**src/rtl/slfifo_ts_rx_pkg.sv**
```systemverilog
// Shared constants and FSM encodings for the slave-FIFO TS receive path.
// Latency: n/a (declarations only).
// Backpressure: n/a.
package slfifo_pkg;

  localparam int         PKT_LEN_DEF   = 188;
  localparam logic [7:0] SYNC_BYTE_DEF = 8'h47;
  localparam logic [1:0] FIFO_ADR_DEF  = 2'b10;
  localparam int         RD_GAP_DEF    = 8;

  localparam int ST_W = 3;

  // One-hot so each state is a single flop test.
  typedef enum logic [ST_W-1:0] {
    ST_HUNT   = 3'b001,
    ST_VERIFY = 3'b010,
    ST_LOCK   = 3'b100
  } state_t;

endpackage

```
**src/rtl/slfifo_ts_rx_if.sv**
```systemverilog
// Slave-FIFO pins plus TS byte-stream output and status of the receive path.
// Latency: n/a (wires only).
// Backpressure: ts_afull flows from downstream back into the read scheduler.
// Ports: master = receiver side (drives sl_rd/sl_oe/sl_fifo_adr and ts_*),
//        slave  = environment side (drives sl_data/sl_ef/ts_afull).
interface slfifo_ts_rx_if;
  logic [7:0]  sl_data;
  logic        sl_ef;
  logic        sl_rd;
  logic        sl_oe;
  logic [1:0]  sl_fifo_adr;
  logic        ts_afull;
  logic        ts_valid;
  logic [7:0]  ts_data;
  logic        ts_sop;
  logic        ts_eop;
  logic        ts_lock;
  logic [15:0] pkt_cnt;
  logic [7:0]  sync_err_cnt;

  modport master (
    input  sl_data, sl_ef, ts_afull,
    output sl_rd, sl_oe, sl_fifo_adr,
    output ts_valid, ts_data, ts_sop, ts_eop, ts_lock, pkt_cnt, sync_err_cnt
  );

  modport slave (
    output sl_data, sl_ef, ts_afull,
    input  sl_rd, sl_oe, sl_fifo_adr,
    input  ts_valid, ts_data, ts_sop, ts_eop, ts_lock, pkt_cnt, sync_err_cnt
  );
endinterface

```
**src/rtl/slfifo_ts_rx_rd_ctrl.sv**
```systemverilog
// Slave-FIFO read scheduler: one read slot every RD_GAP cycles, captures the byte.
// Latency: byte_r/byte_vld valid the cycle after the read decision edge.
// Backpressure: a slot is skipped when the synced empty flag or ts_afull forbids it.
// Ports: clk/rst; sl_data/sl_ef from pins; ts_afull from downstream;
//        sl_rd/sl_oe to pins; byte_r/byte_vld to the sync FSM.
module slfifo_rd_ctrl #(
  parameter int RD_GAP = 8
) (
  input  logic       clk,
  input  logic       rst,
  input  logic [7:0] sl_data,
  input  logic       sl_ef,
  input  logic       ts_afull,
  output logic       sl_rd,
  output logic       sl_oe,
  output logic [7:0] byte_r,
  output logic       byte_vld
);
  localparam logic [7:0] GAP_LAST = 8'(RD_GAP - 1);

  logic       ef_s1;
  logic       ef_s2;
  logic [7:0] gap;
  logic       fire;

  // RD_GAP >= 4 covers the two sync flops plus the controller's flag update,
  // so ef_s2 already reflects the previous read by the next slot.
  assign fire = (gap == GAP_LAST) && ef_s2 && !ts_afull;

  always_ff @(posedge clk or posedge rst) begin
    if (rst) begin
      ef_s1    <= 1'b0;
      ef_s2    <= 1'b0;
      gap      <= 8'd0;
      sl_rd    <= 1'b1;
      sl_oe    <= 1'b1;
      byte_r   <= 8'd0;
      byte_vld <= 1'b0;
    end else begin
      ef_s1    <= sl_ef;
      ef_s2    <= ef_s1;
      gap      <= (gap == GAP_LAST) ? 8'd0 : gap + 8'd1;
      sl_oe    <= 1'b0;
      sl_rd    <= !fire;
      byte_vld <= fire;
      if (fire) byte_r <= sl_data;
    end
  end
endmodule

```
**src/rtl/slfifo_ts_rx.sv**
```systemverilog
// Slave-FIFO OUT-endpoint receiver: recovers 188-byte TS alignment on 0x47.
// Latency: output byte registered one cycle after the sl_rd falling edge.
// Backpressure: ts_afull (sampled at read slots) holds off further reads.
// Ports: clk/rst plain; bus (master modport) carries slave-FIFO pins,
//        TS byte stream with sop/eop, lock flag and statistics counters.
module slfifo_ts_rx
  import slfifo_pkg::*;
#(
  parameter int         PKT_LEN   = PKT_LEN_DEF,
  parameter logic [7:0] SYNC_BYTE = SYNC_BYTE_DEF,
  parameter logic [1:0] FIFO_ADR  = FIFO_ADR_DEF,
  parameter int         RD_GAP    = RD_GAP_DEF
) (
  input  logic           clk,
  input  logic           rst,
  slfifo_ts_rx_if.master bus
);
  localparam int               CNT_W    = $clog2(PKT_LEN + 1);
  localparam logic [CNT_W-1:0] CNT_FULL = CNT_W'(PKT_LEN);
  localparam logic [CNT_W-1:0] CNT_LAST = CNT_W'(PKT_LEN - 1);

  logic [7:0]       byte_r;
  logic             byte_vld;
  logic             is_sync;

  state_t           state, state_n;
  logic [CNT_W-1:0] cnt, cnt_n;
  logic             vld_r, vld_n;
  logic             sop_r, sop_n;
  logic             eop_r, eop_n;
  logic [7:0]       data_r, data_n;
  logic [15:0]      pkt_r, pkt_n;
  logic [7:0]       err_r, err_n;

  slfifo_rd_ctrl #(.RD_GAP(RD_GAP)) u_rd_ctrl (
    .clk      (clk),
    .rst      (rst),
    .sl_data  (bus.sl_data),
    .sl_ef    (bus.sl_ef),
    .ts_afull (bus.ts_afull),
    .sl_rd    (bus.sl_rd),
    .sl_oe    (bus.sl_oe),
    .byte_r   (byte_r),
    .byte_vld (byte_vld)
  );

  assign is_sync = (byte_r == SYNC_BYTE);

  always_ff @(posedge clk or posedge rst) begin
    if (rst) begin
      state  <= ST_HUNT;
      cnt    <= '0;
      vld_r  <= 1'b0;
      sop_r  <= 1'b0;
      eop_r  <= 1'b0;
      data_r <= 8'd0;
      pkt_r  <= 16'd0;
      err_r  <= 8'd0;
    end else begin
      state  <= state_n;
      cnt    <= cnt_n;
      vld_r  <= vld_n;
      sop_r  <= sop_n;
      eop_r  <= eop_n;
      data_r <= data_n;
      pkt_r  <= pkt_n;
      err_r  <= err_n;
    end
  end

  // VERIFY counts up to PKT_LEN so the byte landing on cnt==PKT_LEN is the
  // candidate next sync; LOCK counts 0..PKT_LEN-1 so cnt==0 is a packet start.
  // Lock loss is only judged at cnt==0, so a started packet always completes.
  always_comb begin
    state_n = state;
    cnt_n   = cnt;
    vld_n   = 1'b0;
    sop_n   = 1'b0;
    eop_n   = 1'b0;
    data_n  = data_r;
    pkt_n   = pkt_r;
    err_n   = err_r;
    if (byte_vld) begin
      unique case (state)
        ST_HUNT: begin
          if (is_sync) begin
            state_n = ST_VERIFY;
            cnt_n   = CNT_W'(1);
          end
        end
        ST_VERIFY: begin
          if (cnt == CNT_FULL) begin
            if (is_sync) begin
              state_n = ST_LOCK;
              vld_n   = 1'b1;
              sop_n   = 1'b1;
              data_n  = byte_r;
              cnt_n   = CNT_W'(1);
            end else begin
              state_n = ST_HUNT;
              cnt_n   = '0;
            end
          end else begin
            cnt_n = cnt + 1'b1;
          end
        end
        ST_LOCK: begin
          if (cnt == '0 && !is_sync) begin
            state_n = ST_HUNT;
            if (err_r != 8'hFF) err_n = err_r + 8'd1;
          end else begin
            vld_n  = 1'b1;
            data_n = byte_r;
            sop_n  = (cnt == '0);
            if (cnt == CNT_LAST) begin
              eop_n = 1'b1;
              pkt_n = pkt_r + 16'd1;
              cnt_n = '0;
            end else begin
              cnt_n = cnt + 1'b1;
            end
          end
        end
        default: begin
          state_n = ST_HUNT;
          cnt_n   = '0;
        end
      endcase
    end
  end

  assign bus.sl_fifo_adr  = FIFO_ADR;
  assign bus.ts_valid     = vld_r;
  assign bus.ts_data      = data_r;
  assign bus.ts_sop       = sop_r;
  assign bus.ts_eop       = eop_r;
  assign bus.ts_lock      = (state == ST_LOCK);
  assign bus.pkt_cnt      = pkt_r;
  assign bus.sync_err_cnt = err_r;
endmodule

```
**src/flat_wrapper.sv**
```systemverilog
// flat-port wrapper written by rule: the top's interface ports become plain ports
module slfifo_ts_rx_flat import slfifo_pkg::*;
#(
  parameter int         PKT_LEN   = PKT_LEN_DEF,
  parameter logic [7:0] SYNC_BYTE = SYNC_BYTE_DEF,
  parameter logic [1:0] FIFO_ADR  = FIFO_ADR_DEF,
  parameter int         RD_GAP    = RD_GAP_DEF
)
  (clk, rst, bus_sl_data, bus_sl_ef, bus_ts_afull, bus_sl_rd, bus_sl_oe, bus_sl_fifo_adr, bus_ts_valid, bus_ts_data, bus_ts_sop, bus_ts_eop, bus_ts_lock, bus_pkt_cnt, bus_sync_err_cnt);
  slfifo_ts_rx_if bus_i ();
  input  logic clk;
  input  logic rst;
  input wire logic [$bits(bus_i.sl_data)-1:0] bus_sl_data;
  input wire logic [$bits(bus_i.sl_ef)-1:0] bus_sl_ef;
  input wire logic [$bits(bus_i.ts_afull)-1:0] bus_ts_afull;
  output wire logic [$bits(bus_i.sl_rd)-1:0] bus_sl_rd;
  output wire logic [$bits(bus_i.sl_oe)-1:0] bus_sl_oe;
  output wire logic [$bits(bus_i.sl_fifo_adr)-1:0] bus_sl_fifo_adr;
  output wire logic [$bits(bus_i.ts_valid)-1:0] bus_ts_valid;
  output wire logic [$bits(bus_i.ts_data)-1:0] bus_ts_data;
  output wire logic [$bits(bus_i.ts_sop)-1:0] bus_ts_sop;
  output wire logic [$bits(bus_i.ts_eop)-1:0] bus_ts_eop;
  output wire logic [$bits(bus_i.ts_lock)-1:0] bus_ts_lock;
  output wire logic [$bits(bus_i.pkt_cnt)-1:0] bus_pkt_cnt;
  output wire logic [$bits(bus_i.sync_err_cnt)-1:0] bus_sync_err_cnt;
  assign bus_i.sl_data = bus_sl_data;
  assign bus_i.sl_ef = bus_sl_ef;
  assign bus_i.ts_afull = bus_ts_afull;
  assign bus_sl_rd = bus_i.sl_rd;
  assign bus_sl_oe = bus_i.sl_oe;
  assign bus_sl_fifo_adr = bus_i.sl_fifo_adr;
  assign bus_ts_valid = bus_i.ts_valid;
  assign bus_ts_data = bus_i.ts_data;
  assign bus_ts_sop = bus_i.ts_sop;
  assign bus_ts_eop = bus_i.ts_eop;
  assign bus_ts_lock = bus_i.ts_lock;
  assign bus_pkt_cnt = bus_i.pkt_cnt;
  assign bus_sync_err_cnt = bus_i.sync_err_cnt;
  slfifo_ts_rx #(.PKT_LEN(PKT_LEN), .SYNC_BYTE(SYNC_BYTE), .FIFO_ADR(FIFO_ADR), .RD_GAP(RD_GAP)) u_core (.clk(clk), .rst(rst), .bus(bus_i));
endmodule
```
**config.mk**
```make
export PLATFORM = sky130hd
export DESIGN_NAME = slfifo_ts_rx_flat
export DESIGN_NICKNAME = d
export VERILOG_FILES = /design/src/rtl/slfifo_ts_rx_pkg.sv /design/src/rtl/slfifo_ts_rx_if.sv /design/src/rtl/slfifo_ts_rx_rd_ctrl.sv /design/src/rtl/slfifo_ts_rx.sv /design/src/flat_wrapper.sv
export SDC_FILE = /design/constraint.sdc
export NUM_CORES = 1
export LEC_CHECK = 0
export CORE_MARGIN = 2
export CORE_UTILIZATION = 55
export DETAILED_ROUTE_END_ITERATION = 7
export GPL_TIMING_DRIVEN = 0
export PLACE_DENSITY = 0.82
export SLEW_MARGIN = 20
export SYNTH_ARGS = -nofsm -noshare
export SYNTH_HDL_FRONTEND = slang
export SYNTH_SLANG_ARGS = --single-unit
```
**constraint.sdc**
```tcl
create_clock -name clk -period 4.7 [get_ports clk]
set_input_delay 0.94 -clock clk [delete_from_list [all_inputs] [get_ports clk]]
set_output_delay 0.94 -clock clk [all_outputs]
set_load 0.1 [all_outputs]
```
==> metrics.yaml <==
portBuffers: 49
synth-warning-count: 0
ctsResizeCount: 0
drt_iter0_drc: 141
worst-path-max-fanout: 6
drv_cap: 0
finalMaxSlewViolations: 0
ant_nets: 0
clock_latency_ps: 350
ys_top_cells_by_area: "dfrtp_1 (52%), mux2_2 (6.3%), xnor2_1 (5.4%), nand3_1 (2.8%), dfstp_2 (2.6%)"
setup_tns_ps: 0
syn-mean-instance-area_um2: 11.86
hold_violations: 0
drive_gt1_share_pct: 17.54
max-slew-margin-rel_pct: 33.86
synth_flop_cell: "dfrtp_1"
core_area_um2: 5439
synth_cell_types: 51
die-width_um: 78.60
hp-class: "register to register"
route.met2.wl_um: 2888
dieArea_um2: 6177
grt_pass1_wl_um: 9998
ir_drop_mv: 0.2684
met1_length_um: 2625
fin_ws_ps: 1453
fin_crit_sh_pct: 69.08
rsz0062_at_grt: "no"
gp_congestion: 0.8246
max_slew.worst_pin.slew_ps: 989.0
clkTransAtPathRegs_ps: 70
viasPerCell: 5.539
synthArstFlopShare_pct: 100.0
netlist.area_leader.share_pct: 52.33
synth_top_area_cell: "dfrtp_1"
reg2reg_slack_ps: 2490
cts_buffer_depth: 2
grt_pass1_vias: 2129
antenna_found_initial: 0
grt_max_degree: 51
gr-total-overflow: 0
drt_wl_total_um: 5912
end_kind: "output pin"
path_cells: "nor3b_4, clkdlybuf4s50_1"
cts_tree: "done"
initial_core_util_pct: 56.27
setup_violations: 0
crit_start: "u_core.state[1]$_DFFE_PP0P_"
synth_edf_count: 0
area_growth_pct: 27.35
post_drt_wl_per_cell_um: 14.89
num_rows: 27
pwr_density_cell_nw_per_um2: 313.4
post-route-min-period_ps: 3247
via_count: 2199
hpwl_um: 4104
path_buf_inv: 1
cts_sinks: 67
worstSetupPathType: "register to output pin"
cts_setup_buffers: 0
synth_common_cells: "dfrtp_1 (64), xnor2_1 (19), mux2_2 (17), nand2_1 (17), nand3_1 (17)"
hp-start: "u_core.u_rd_ctrl.ef_s1$_DFF_PP0_"
io_pins: 52
drc: 0
num_antenna_cells: 0
h-tree-depth: 3
cp_slowest_stage_delay_ps: 1210
cellLeakagePower_nw: 1.770
netlist_area_um2: 3060
slowest_stage: "clkdlybuf4s50_1"
final_core_util_pct: 71.66
fillers: 374
synth_most_common_cell: "dfrtp_1"
first_pass_iters: 4
ys_seq_area_share_pct: 54.91
die_h_um: 78.60
highest_layer: "met4"
nets: 337
dp_slack_ps: 1800
skew_ps: 8.147
met3WireLength_um: 217
cp.arrival_ps: 2310
worstReg2RegStart: "u_core.state[0]$_DFFE_PP1P_"
critPathTopFamily: "buffers and inverters"
outcome: "finished, final reports clean"
clock_tree.root_cell: "clkbuf_8"
track_usage_pct: 21.04
startpoint_type: "register"
whs_ps: 350.7
worstPathRequired_ps: 3760
synthesis.instances: 258
synth_seq_cells: 67
holdBufCountCts: 0
fmax_mhz: 308.0
numCtsBuffers: 9
==> flip-flops by register name (all words and copies together) (netlist names), 3 cells and up <==
signal and count:
u_core.bus.pkt_cnt 16, u_core.bus.sync_err_cnt 8, u_core.bus.ts_data 8, u_core.cnt 8
u_core.u_rd_ctrl.byte_r 8, u_core.u_rd_ctrl.gap 8, u_core.state 3
==> placed cells by master (no fill, tap or decap), types with 4 or more instances in the layout <==
cell,instances
ha_1,5
nand2_1,17
o21ai_0,9
xnor2_1,19
nor3_1,4
nand4_1,9
mux2_2,17
clkdlybuf4s50_1,49
a22o_1,4
dfrtp_1,64
inv_1,8
nor2_1,13
xor2_1,9
and3_1,6
a21oi_1,6
clkbuf_8,13
nand3_1,17
==> through the flow <==
step	power (mW)	cells	cell area [um2]
finish	1.222	397	3897
global route	1.264	397	3897
CTS	1.226	397	3897
detailed placement	0.7117	381	3675
global placement	0.7048	380	3645
floorplan	0.6829	259	3064
==> where the power goes <==
part,internal [mW],switching (mW)
Clock,0.303,0.218
Sequential,0.595,0.0161
Combinational,0.0393,0.0509
==> cell families after synthesis <==
| family | count (synthesis) | synth area share (%) |
|---|---|---|
| fa+ha+maj | 5 | 2.044 |
| simple gates | 88 | 17.87 |
| mux | 17 | 6.255 |
| other cells | 2 | 0.2454 |
| xor+xnor | 28 | 8.013 |
| buf+inv | 16 | 2.330 |
| compound gates | 35 | 8.340 |
| flops | 67 | 54.91 |
==> layout make-up <==
cell class / instances / area, um2 / area share, %
Inverter: 10 / 40.04 / 1.027
Clock buffer: 13 / 178.9 / 4.591
Sequential cell: 67 / 1680 / 43.11
Clock inverter: 3 / 43.79 / 1.124
Tap cell: 72 / 90.09 / 2.311
Timing Repair Buffer: 50 / 518.0 / 13.29
Buffer: 6 / 33.78 / 0.8668
Multi-Input combinational cell: 176 / 1313 / 33.68
==> worst paths after layout <==
| kind | end | cells past startpoint |
|---|---|---|
| setup / recovery | bus_ts_lock | 2 |
| hold / removal | u_core.u_rd_ctrl.ef_s2$_DFF_PP0_ | 0 |
| setup reg to reg | u_core.cnt[2]$_DFFE_PP0P_ | 6 |
| hold reg to reg | u_core.u_rd_ctrl.ef_s2$_DFF_PP0_ | 0 |
| max in group asynchronous | u_core.state[0]$_DFFE_PP1P_ | 3 |
| min in group asynchronous | u_core.u_rd_ctrl.gap[3]$_DFF_PP0_ | 2 |
==> layer usage <==
layer / vias up / track usage, %
met4: 0 / 10.70
met2: 54 / 32.91
met5: - / 0
li1: 1044 / -
met3: 16 / 4.828
met1: 1085 / 27.53
(Power assumes the default switching activity.)
